===== config.mk =====
export PLATFORM = sky130hd
export DESIGN_NAME = booth8_datapath_flat
export DESIGN_NICKNAME = d
export VERILOG_FILES = /design/src/rtl/booth8_datapath_if.sv /design/src/rtl/booth8_datapath.sv /design/src/flat_wrapper.sv
export SDC_FILE = /design/constraint.sdc
export NUM_CORES = 1
export LEC_CHECK = 0
export ABC_AREA = 1
export CORE_UTILIZATION = 25
export DETAILED_ROUTE_END_ITERATION = 6
export PLACE_DENSITY_LB_ADDON = 0.3
export SYNTH_ARGS = -nofsm -noshare
export SYNTH_HDL_FRONTEND = slang
export SYNTH_SLANG_ARGS = --single-unit

===== constraint.sdc =====
create_clock -name Clock -period 5.1 [get_ports Clock]
set_input_delay 0.765 -clock Clock [delete_from_list [all_inputs] [get_ports Clock]]
set_output_delay 0.765 -clock Clock [all_outputs]
set_load 0.02 [all_outputs]

===== src/rtl/booth8_datapath_if.sv =====
// booth8_datapath_if
//   Bundles the controller <-> datapath strobes and result bus of the
//   radix-8 Booth multiplier.
//   master : controller side (drives strobes and operands, reads B/Product/Err)
//   slave  : datapath side  (reads strobes and operands, drives B/Product/Err)
//   Signals:
//     Load, Addc, Add, Shift, Count : operation strobes
//     Mcand, Mplier                 : WIDTH-bit signed operands
//     B                             : {digit is zero, all digits consumed}
//     Product                       : 2*WIDTH-bit signed product
//     Err                           : sticky 3M-not-ready error
interface booth8_datapath_if #(
  parameter int WIDTH = 12
);
  logic               Load;
  logic               Addc;
  logic               Add;
  logic               Shift;
  logic               Count;
  logic [WIDTH-1:0]   Mcand;
  logic [WIDTH-1:0]   Mplier;
  logic [1:0]         B;
  logic [2*WIDTH-1:0] Product;
  logic               Err;

  modport master (
    output Load, Addc, Add, Shift, Count, Mcand, Mplier,
    input  B, Product, Err
  );

  modport slave (
    input  Load, Addc, Add, Shift, Count, Mcand, Mplier,
    output B, Product, Err
  );
endinterface


===== src/rtl/booth8_datapath.sv =====
// booth8_datapath
//   Radix-8 Booth multiplier datapath driven by an external controller FSM.
//   Holds multiplicand M, hard multiple 3M (with valid flag), accumulator,
//   multiplier shift register Q/Qm1 and the digit counter.
//   Ports:
//     Clock  : rising-edge clock
//     Resetn : asynchronous active-low reset
//     bus    : booth8_datapath_if.slave (strobes, operands, B, Product, Err)
//   Optional feature macro: BOOTH8_3M_CHECK_EN
//     defined   -> Err flags an Add with |d|==3 while 3M is not valid
//     undefined -> Err tied to 0, no check logic
module booth8_datapath #(
  parameter int WIDTH = 12
) (
  input  logic             Clock,
  input  logic             Resetn,
  booth8_datapath_if.slave bus
);
  localparam int NDIG = WIDTH / 3;
  localparam int CW   = $clog2(NDIG + 1);
  localparam int AW   = WIDTH + 3;
  localparam int HW   = WIDTH + 2;
  localparam logic [CW-1:0] CNT_MAX = CW'(NDIG);

  logic [WIDTH-1:0] m_r;
  logic [HW-1:0]    m3_r;
  logic             v3_r;
  logic [AW-1:0]    acc_r;
  logic [WIDTH-1:0] q_r;
  logic             qm1_r;
  logic [CW-1:0]    cnt_r;

  logic             neg_s;
  logic [2:0]       mag_s;
  logic [AW-1:0]    m_ext_s;
  logic [AW-1:0]    mult_s;
  logic [AW-1:0]    addend_s;
  logic [HW-1:0]    m3_sum_s;

  // Booth digit decode: sign and magnitude of d from {Q[2:0], Qm1}
  always_comb begin
    neg_s = 1'b0;
    mag_s = 3'd0;
    case ({q_r[2:0], qm1_r})
      4'b0000: begin neg_s = 1'b0; mag_s = 3'd0; end
      4'b0001: begin neg_s = 1'b0; mag_s = 3'd1; end
      4'b0010: begin neg_s = 1'b0; mag_s = 3'd1; end
      4'b0011: begin neg_s = 1'b0; mag_s = 3'd2; end
      4'b0100: begin neg_s = 1'b0; mag_s = 3'd2; end
      4'b0101: begin neg_s = 1'b0; mag_s = 3'd3; end
      4'b0110: begin neg_s = 1'b0; mag_s = 3'd3; end
      4'b0111: begin neg_s = 1'b0; mag_s = 3'd4; end
      4'b1000: begin neg_s = 1'b1; mag_s = 3'd4; end
      4'b1001: begin neg_s = 1'b1; mag_s = 3'd3; end
      4'b1010: begin neg_s = 1'b1; mag_s = 3'd3; end
      4'b1011: begin neg_s = 1'b1; mag_s = 3'd2; end
      4'b1100: begin neg_s = 1'b1; mag_s = 3'd2; end
      4'b1101: begin neg_s = 1'b1; mag_s = 3'd1; end
      4'b1110: begin neg_s = 1'b1; mag_s = 3'd1; end
      4'b1111: begin neg_s = 1'b0; mag_s = 3'd0; end
      default: begin neg_s = 1'b0; mag_s = 3'd0; end
    endcase
  end

  // Select |d|*M (shifted M or the 3M register) and apply the sign
  always_comb begin
    m_ext_s  = {{3{m_r[WIDTH-1]}}, m_r};
    m3_sum_s = {{2{m_r[WIDTH-1]}}, m_r} + {m_r[WIDTH-1], m_r, 1'b0};
    case (mag_s)
      3'd1:    mult_s = m_ext_s;
      3'd2:    mult_s = {m_ext_s[AW-2:0], 1'b0};
      3'd3:    mult_s = {m3_r[HW-1], m3_r};
      3'd4:    mult_s = {m_ext_s[AW-3:0], 2'b00};
      default: mult_s = {AW{1'b0}};
    endcase
    if (neg_s) begin
      addend_s = -mult_s;
    end else begin
      addend_s = mult_s;
    end
  end

  // Operand, hard-multiple, accumulator and shift-register state; one op per cycle
  always_ff @(posedge Clock or negedge Resetn) begin
    if (!Resetn) begin
      m_r   <= {WIDTH{1'b0}};
      m3_r  <= {HW{1'b0}};
      v3_r  <= 1'b0;
      acc_r <= {AW{1'b0}};
      q_r   <= {WIDTH{1'b0}};
      qm1_r <= 1'b0;
    end else if (bus.Load) begin
      m_r   <= bus.Mcand;
      v3_r  <= 1'b0;
      acc_r <= {AW{1'b0}};
      q_r   <= bus.Mplier;
      qm1_r <= 1'b0;
    end else if (bus.Addc) begin
      m3_r <= m3_sum_s;
      v3_r <= 1'b1;
    end else if (bus.Add) begin
      // d==0 yields a zero addend, so Acc holds
      acc_r <= acc_r + addend_s;
    end else if (bus.Shift) begin
      // {Acc, Q, Qm1} arithmetic right shift by one radix-8 digit
      acc_r <= {{3{acc_r[AW-1]}}, acc_r[AW-1:3]};
      q_r   <= {acc_r[2:0], q_r[WIDTH-1:3]};
      qm1_r <= q_r[2];
    end
  end

  // Digit counter: cleared by Load, saturates at NDIG
  always_ff @(posedge Clock or negedge Resetn) begin
    if (!Resetn) begin
      cnt_r <= {CW{1'b0}};
    end else if (bus.Load) begin
      cnt_r <= {CW{1'b0}};
    end else if (bus.Count && (cnt_r != CNT_MAX)) begin
      cnt_r <= cnt_r + {{(CW-1){1'b0}}, 1'b1};
    end
  end

`ifdef BOOTH8_3M_CHECK_EN
  logic err_r;

  // Sticky error: an Add needed 3M before Addc made it valid
  always_ff @(posedge Clock or negedge Resetn) begin
    if (!Resetn) begin
      err_r <= 1'b0;
    end else if (bus.Load) begin
      err_r <= 1'b0;
    end else if (!bus.Addc && bus.Add && (mag_s == 3'd3) && !v3_r) begin
      err_r <= 1'b1;
    end
  end

  assign bus.Err = err_r;
`else
  assign bus.Err = 1'b0;
`endif

  assign bus.B       = {(mag_s == 3'd0), (cnt_r == CNT_MAX)};
  assign bus.Product = {acc_r[WIDTH-1:0], q_r};
endmodule


===== src/flat_wrapper.sv =====
// flat-port wrapper written by rule: the top's interface ports become plain ports
module booth8_datapath_flat 
#(
  parameter int WIDTH = 12
)
  (Clock, Resetn, bus_Load, bus_Addc, bus_Add, bus_Shift, bus_Count, bus_Mcand, bus_Mplier, bus_B, bus_Product, bus_Err);
  booth8_datapath_if #(.WIDTH(WIDTH)) bus_i ();
  input  logic Clock;
  input  logic Resetn;
  input wire logic [$bits(bus_i.Load)-1:0] bus_Load;
  input wire logic [$bits(bus_i.Addc)-1:0] bus_Addc;
  input wire logic [$bits(bus_i.Add)-1:0] bus_Add;
  input wire logic [$bits(bus_i.Shift)-1:0] bus_Shift;
  input wire logic [$bits(bus_i.Count)-1:0] bus_Count;
  input wire logic [$bits(bus_i.Mcand)-1:0] bus_Mcand;
  input wire logic [$bits(bus_i.Mplier)-1:0] bus_Mplier;
  output wire logic [$bits(bus_i.B)-1:0] bus_B;
  output wire logic [$bits(bus_i.Product)-1:0] bus_Product;
  output wire logic [$bits(bus_i.Err)-1:0] bus_Err;
  assign bus_i.Load = bus_Load;
  assign bus_i.Addc = bus_Addc;
  assign bus_i.Add = bus_Add;
  assign bus_i.Shift = bus_Shift;
  assign bus_i.Count = bus_Count;
  assign bus_i.Mcand = bus_Mcand;
  assign bus_i.Mplier = bus_Mplier;
  assign bus_B = bus_i.B;
  assign bus_Product = bus_i.Product;
  assign bus_Err = bus_i.Err;
  booth8_datapath #(.WIDTH(WIDTH)) u_core (.Clock(Clock), .Resetn(Resetn), .bus(bus_i));
endmodule

Word level (Yosys, flattened, before mapping)
Memories as Yosys holds them, arrays and structs flattened.
Cells that the tools add are included.
{"block": "word_totals", "register_bits": 57, "romBits": 64, "output_inout_bits": 27, "elab_cells": 47, "n_memories": 1}
{"block": "op_classes", "n_addsub": 4, "n_eq_ne": 8, "n_mux": 16, "bitwise_logic": 1, "n_reduce_logical": 10}
{"name": "(name not given)", "depth": 16, "word_bits": 4, "rd": 1, "rd_ports_with_merged_regs": 0, "wr": 0, "line": "booth8_datapath.sv:44", "rtl": "case ({q_r[2:0], qm1_r})"}
{"operator": "$mux W15", "n": 4}
{"operator": "$pmux W15 S4", "n": 1}
{"operator": "$mux W12", "n": 4}
{"operator": "$add A15 B15 Y15", "n": 1}
{"operator": "$neg A15 Y15", "n": 1}
{"operator": "$add A12 B13 Y14", "n": 1}
{"operator": "$mux W14", "n": 1}
{"operator": "$eq A3 B2 Y1 const B", "n": 2}
{"operator": "$eq A3 B3 Y1 const B", "n": 2}
{"operator": "$mux W3", "n": 2}
{"operator": "$reduce_and A2 Y1", "n": 3}
{"operator": "$reduce_bool A2 Y1", "n": 3}
{"operator": "$mux W1", "n": 4}
{"operator": "$ne A2 B2 Y1 const B", "n": 2}
{"operator": "$add A3 B1 Y3 const B", "n": 1}
{"operator": "$eq A3 B1 Y1 const B", "n": 1}
{"operator": "$logic_not A3 Y1", "n": 1}
{"operator": "$ne A3 B3 Y1 const B", "n": 1}
{"operator": "$reduce_and A3 Y1", "n": 1}
{"operator": "$reduce_bool A3 Y1", "n": 1}
{"operator": "$logic_and A1 B1 Y1", "n": 1}
{"operator": "$not A1 Y1", "n": 1}

Longest topological paths before layout
An unclocked memory read counts as a cell.
{"block": "depth", "word_depth": 9, "mapped_depth": 32, "depth_no_buf": 31}

Least setup slack after synthesis
Ideal clock, no wire load.
{"block": "synth_timing", "kind": "register to register", "from": "register u_core.q_r[0]", "to": "register u_core.acc_r[14]", "setup_ps": 121, "arrival_ps": 3679, "slack_ps": 1300, "path_stages_with_launch": 30, "path_buffers": 2, "synth_period_minus_slack_ps": 3800, "path_cell_list": "dfrtp_1 -> inv_1 -> ha_1 -> clkbuf_2 -> nand3_1 -> nor2_4 -> buf_6 -> inv_1 -> o22ai_2 -> inv_1 -> ha_1 -> nand3_1 -> nor2_1 -> nand2_1 -> nand2_1 -> xor2_1 -> ha_1 -> nand2_1 -> nor3_1 -> nand2_1 -> nand3_1 -> nand2_1 -> nand2_1 -> nand2_1 -> nand2_1 -> nand2_1 -> o21ai_0 -> nand3_1 -> nand3_1 -> nand2_1"}
{"block": "synth_via", "elab_chain_len": 9, "word_cells_on_any_way": 12}
{"element": "from (decl)", "line": "booth8_datapath.sv:29", "rtl": "logic [WIDTH-1:0] q_r;"}
{"element": "from (signal assigned)", "line": "booth8_datapath.sv:90", "rtl": "q_r <= {WIDTH{1'b0}};"}
{"element": "from (signal assigned)", "line": "booth8_datapath.sv:96", "rtl": "q_r <= bus.Mplier;"}
{"element": "from (signal assigned)", "line": "booth8_datapath.sv:107", "rtl": "q_r <= {acc_r[2:0], q_r[WIDTH-1:3]};"}
{"element": "$mem_v2 Z16 W4 (*)"}
{"element": "$eq A3 B3 Y1 (tied with other cells)", "line": "booth8_datapath.sv:69", "rtl": "case (mag_s)"}
{"element": "$pmux W15 S4", "line": "booth8_datapath.sv:69"}
{"element": "$neg A15 Y15", "line": "booth8_datapath.sv:77", "rtl": "addend_s = -mult_s;"}
{"element": "$mux W15 (*)", "line": "booth8_datapath.sv:76", "rtl": "if (neg_s) begin"}
{"element": "$add A15 B15 Y15 (*)", "line": "booth8_datapath.sv:103", "rtl": "acc_r <= acc_r + addend_s;"}
{"element": "$mux W15 (*)", "line": "booth8_datapath.sv:101", "rtl": "end else if (bus.Add) begin"}
{"element": "$mux W15 (*)", "line": "booth8_datapath.sv:98", "rtl": "end else if (bus.Addc) begin"}
{"element": "$mux W15 (*)", "line": "booth8_datapath.sv:92", "rtl": "end else if (bus.Load) begin"}
{"element": "to (signal assigned)", "line": "booth8_datapath.sv:95", "rtl": "acc_r <= {AW{1'b0}};"}
{"element": "to (signal assigned)", "line": "booth8_datapath.sv:103"}
{"element": "to (signal assigned)", "line": "booth8_datapath.sv:106", "rtl": "acc_r <= {{3{acc_r[AW-1]}}, acc_r[AW-1:3]};"}
{"element": "to (decl)", "line": "booth8_datapath.sv:28", "rtl": "logic [AW-1:0] acc_r;"}
Mark *: on every way between the ends. The rest lies on a longest branch, timed or not. The select of a mux whose other input is x is not followed.
A chain may end at the register's enable or synchronous reset.

Worst setup path after layout
{"block": "layout_timing", "from": "register u_core.q_r[0]", "to": "register u_core.acc_r[13]"}
Same word-level chain as after synthesis.

==> reports/metrics.csv <==
stage,metric,value,unit
worst_setup_path,end point of the critical path,u_core.acc_r[13],
synthesis,Syn Nets,699,
global_route,vias in the first global route,3959,
timing,FMAX,229.6,MHz
route,drt wl/cell,12.58,µm
power,clock power share,24.7,%
die,I/O pin count,58,
cts,Num CTS Buffers,9,
cts,clk root buf,clkbuf_16,
route,met2 wire length,4.952,mm
worst_setup_path,Worst setup EP type,flip-flop,
worst_setup_path,critical path startpoint,u_core.q_r[0],
route,Top Metal Used,met4,
route,Routed WL,11.41,mm
cts,Skew-Pair Late Insertion Delay,0.34,ns
power,Seq pwr share,26.8,%
cts,Clock transition at path regs,0.06,ns
global_route,largest net degree at the start of global routing,58,
cts,CTS resizes,0,
power,Int Pwr,1.337,mW
route,post-route ant nets,0,
cts,CTS max path bufs,2,
power,logic gate share of total power,48.5,%
power,switching pwr,0.9539,mW
worst_setup_path,WP depth,24,
route,met3 wire len,360,µm
finish,Layout area overhead,21.35,%
synthesis,dominant synthesized flop cell,dfrtp_1,
worst_setup_path,R2R Path Start,u_core.q_r[0],
timing,Slew HR,48.96,%
cts,# Post-CTS Setup Buffers,0,
cts,CTS sink cnt,57,
global_route,grt ovf,0,
worst_setup_path,CP peak stage delay,0.59,ns
worst_setup_path,cell family with most CP delay,simple AND/OR/NAND/NOR gates,
cts,H-tree Lvls,3,
worst_setup_path,worst flop-to-flop path endpoint,u_core.acc_r[13],
worst_setup_path,Worst Path Buf+Inv,4,
power,Lkg Pwr,2.647,nW
cts,TritonCTS clock tree,done,
timing,RSZ-0062 raised after global routing,no,
synthesis,Yosys cell types,47,
cts,hold_buf cts,0,
worst_setup_path,critical path's most frequent cell,nor2_1,
worst_setup_path,Reg2Reg Setup Slack,0.74,ns
job,# Max-Cap Violations,0,
timing,final setup fails,0,
timing,setup TNS,0,ns
die,Die Ht,136.4,µm
timing,final-report hold violation count,0,
status,outcome,"complete, no violations",
synthesis,Cells after Synth,634,
timing,"Slew Viols, Final",0,
min_path,type of the worst min-delay path,reg -> reg,
synthesis,post-synthesis sequential area ratio,31.57,%
power,worst vdd rail ir drop,0.0001938,V
die,Die ar.,18610,µm²
die,Core Area,17480,µm²
route,via count,4027,
finish,"commonest non-fill, non-tap cell in the layout",nand2_1,
power,Tot Pwr,2.291,mW
timing,post-layout min period,4.356,ns
worst_setup_path,R2R depth,24,
timing,Worst Skew,0.007580,ns
synthesis,Ys Warns,0,
synthesis,post-synthesis register bit count,57,
finish,layout cells sized above 1,7.478,%
worst_setup_path,crit path kind,reg -> reg,
die,DIE WIDTH,136.4,µm
timing,Slew @ Worst Pin,0.7656,ns
worst_setup_path,CP cell instances,inv_1 > ha_1 > nand3_1 > nor2_4 > inv_1 > o22ai_2 > inv_1 > ha_1 > nand3_1 > nor2_1 > nand2_1 > nor2_1 > nor2_1 > nor2_2 > xnor2_1 > inv_1 > ha_1 > a21oi_1 > nor2_1 > a211oi_1 > a21boi_0 > nor2_1 > o21ai_0 > nand2_1,
route,Starting DRT DRC Count,238,
worst_setup_path,CP max-delay cell,ha_1,
die,FP Rows,48,
place,RePlAce Congestion,0.8612,
power,PD cells,417.9,nW/µm²
global_route,GRT Resource Usage Total,13.33,%
global_route,antenna violations before repair,0,
global_route,first-pass GRT wire length,19.45,mm
worst_setup_path,Setup crit start kind,flip-flop,
finish,diodes inserted,0,
timing,Final period util,85.42,%
route,first-pass detailed-route iteration total,6,
synthesis,"FFs w/ async S/R, synth",100.0,%
die,initial core utilization,25.85,%
synthesis,synthesized area,4518,µm²
worst_setup_path,"Req. time, crit path",5.32,ns
route,DRC,0,
synthesis,syn avg cell area,7.126,µm²
route,vias per std cell,4.440,
finish,"commonest non-fill, non-tap cells in the layout","nand2_1, inv_1, dfrtp_1",
power,Sw Share,41.63,%
finish,layout net count,742,
route,M1 WL,5.967,mm
place,DP Wirelength,8.680,mm
synthesis,"EDFF count, synth",0,
worst_setup_path,Crit Path Max Fanout,16,
worst_setup_path,Critical Path AT,4.58,ns
place,Port Buffers,56,
==> logic make-up (layout without fill, tap and decap cells) <==
family,Yosys count,in the layout,synth area share (%)
other,1,1,0.08300
XOR/XNOR,21,21,4.071
AND/OR/NAND/NOR,304,304,29.27
adder cells (fa/ha/maj),34,34,9.748
buffers and inverters,103,151,10.25
AO/OA/AOI/OAI,114,114,15.01
flip-flops,57,57,31.57
==> layer usage <==
metal | up-vias | GRT usage, %
met3 | 12 | 2.722
met2 | 64 | 21.12
met4 | 0 | 4.136
met5 | - | 0
met1 | 1793 | 18.04
li1 | 2158 | -
==> power by group through the flow <==
stage,logic (mW),registers [mW],clock network (mW)
final,1.11,0.613,0.566
after global routing,1.28,0.627,0.590
after CTS,1.12,0.614,0.578
after detailed placement,1.11,0.622,0
after global placement,1.11,0.620,0
after floorplan,0.872,0.605,0
==> how the worst min path moves through the flow <==
stage                                from               to  cells after the start
final                     u_core.cnt_r[2]  u_core.cnt_r[2]                      1
after global routing      u_core.cnt_r[2]  u_core.cnt_r[2]                      1
after CTS                 u_core.cnt_r[2]  u_core.cnt_r[2]                      1
after detailed placement  u_core.cnt_r[2]  u_core.cnt_r[2]                      1
after global placement    u_core.cnt_r[2]  u_core.cnt_r[2]                      1
after floorplan           u_core.cnt_r[2]  u_core.cnt_r[2]                      1
==> sequential cells by signal (all words and copies together), names as in the netlist <==
name,count
u_core.m_r,12
u_core.cnt_r,3
u_core.q_r,12
u_core.m3_r,14
u_core.acc_r,15
u_core.qm1_r,1
==> layout make-up <==
class                   count  area [µm²]
clock buffers              13       260.3
clock inverters             3       15.01
fillers                  1890       11990
inverters                  74       277.8
multi-input cells         474        2629
flip-flops and latches     57        1426
well taps                 225       281.5
repair buffers             61       593.1
==> synth_stat cells (3+ instances only) <==
| library cell | instances | area [µm²] |
|---|---|---|
| o21ai_0 | 43 | 215.2 |
| or2_2 | 3 | 18.77 |
| dfrtp_1 | 57 | 1426 |
| nand3_1 | 48 | 240.2 |
| xnor2_1 | 6 | 52.55 |
| inv_1 | 69 | 259.0 |
| nand3_2 | 4 | 40.04 |
| o22ai_1 | 7 | 43.79 |
| inv_2 | 3 | 11.26 |
| nor2_2 | 7 | 43.79 |
| nor3_1 | 14 | 70.07 |
| a211oi_1 | 5 | 37.54 |
| clkbuf_1 | 8 | 30.03 |
| nand2_1 | 171 | 641.9 |
| nand2_2 | 4 | 25.02 |
| a31oi_1 | 4 | 25.02 |
| a21oi_1 | 33 | 165.2 |
| xor2_1 | 15 | 131.4 |
| o211ai_1 | 6 | 45.04 |
| nor2_1 | 47 | 176.4 |
| buf_6 | 3 | 33.78 |
| buf_4 | 13 | 97.59 |
| ha_1 | 32 | 400.4 |
| buf_2 | 3 | 15.01 |
==> stage by stage <==
stage	cells	hold WS [ns]	cell area, µm²	util (%)	worst slack [ns]
2_1_floorplan	634	0.4341	4518	-	1.300
3_3_place_gp	891	0.4546	5207	29.80	0.8155
3_5_place_dp	891	0.4552	5207	29.80	0.7139
4_1_cts	907	0.4679	5483	31.37	0.7100
5_1_grt	907	0.4891	5483	31.37	0.2175
6_report	907	0.4652	5483	31.37	0.7438
==> worst register-to-register path, cell delays in order, from the launching register on <==
cell	delay, ns
dfrtp_1	0.38
inv_1	0.09
ha_1	0.59
nand3_1	0.19
nor2_4	0.34
inv_1	0.09
o22ai_2	0.21
inv_1	0.08
ha_1	0.20
nand3_1	0.08
nor2_1	0.05
nand2_1	0.10
nor2_1	0.05
nor2_1	0.17
nor2_2	0.06
xnor2_1	0.13
inv_1	0.07
ha_1	0.35
a21oi_1	0.22
nor2_1	0.06
a211oi_1	0.17
a21boi_0	0.27
nor2_1	0.06
o21ai_0	0.16
nand2_1	0.06
Power figures use the tool's default switching activity.
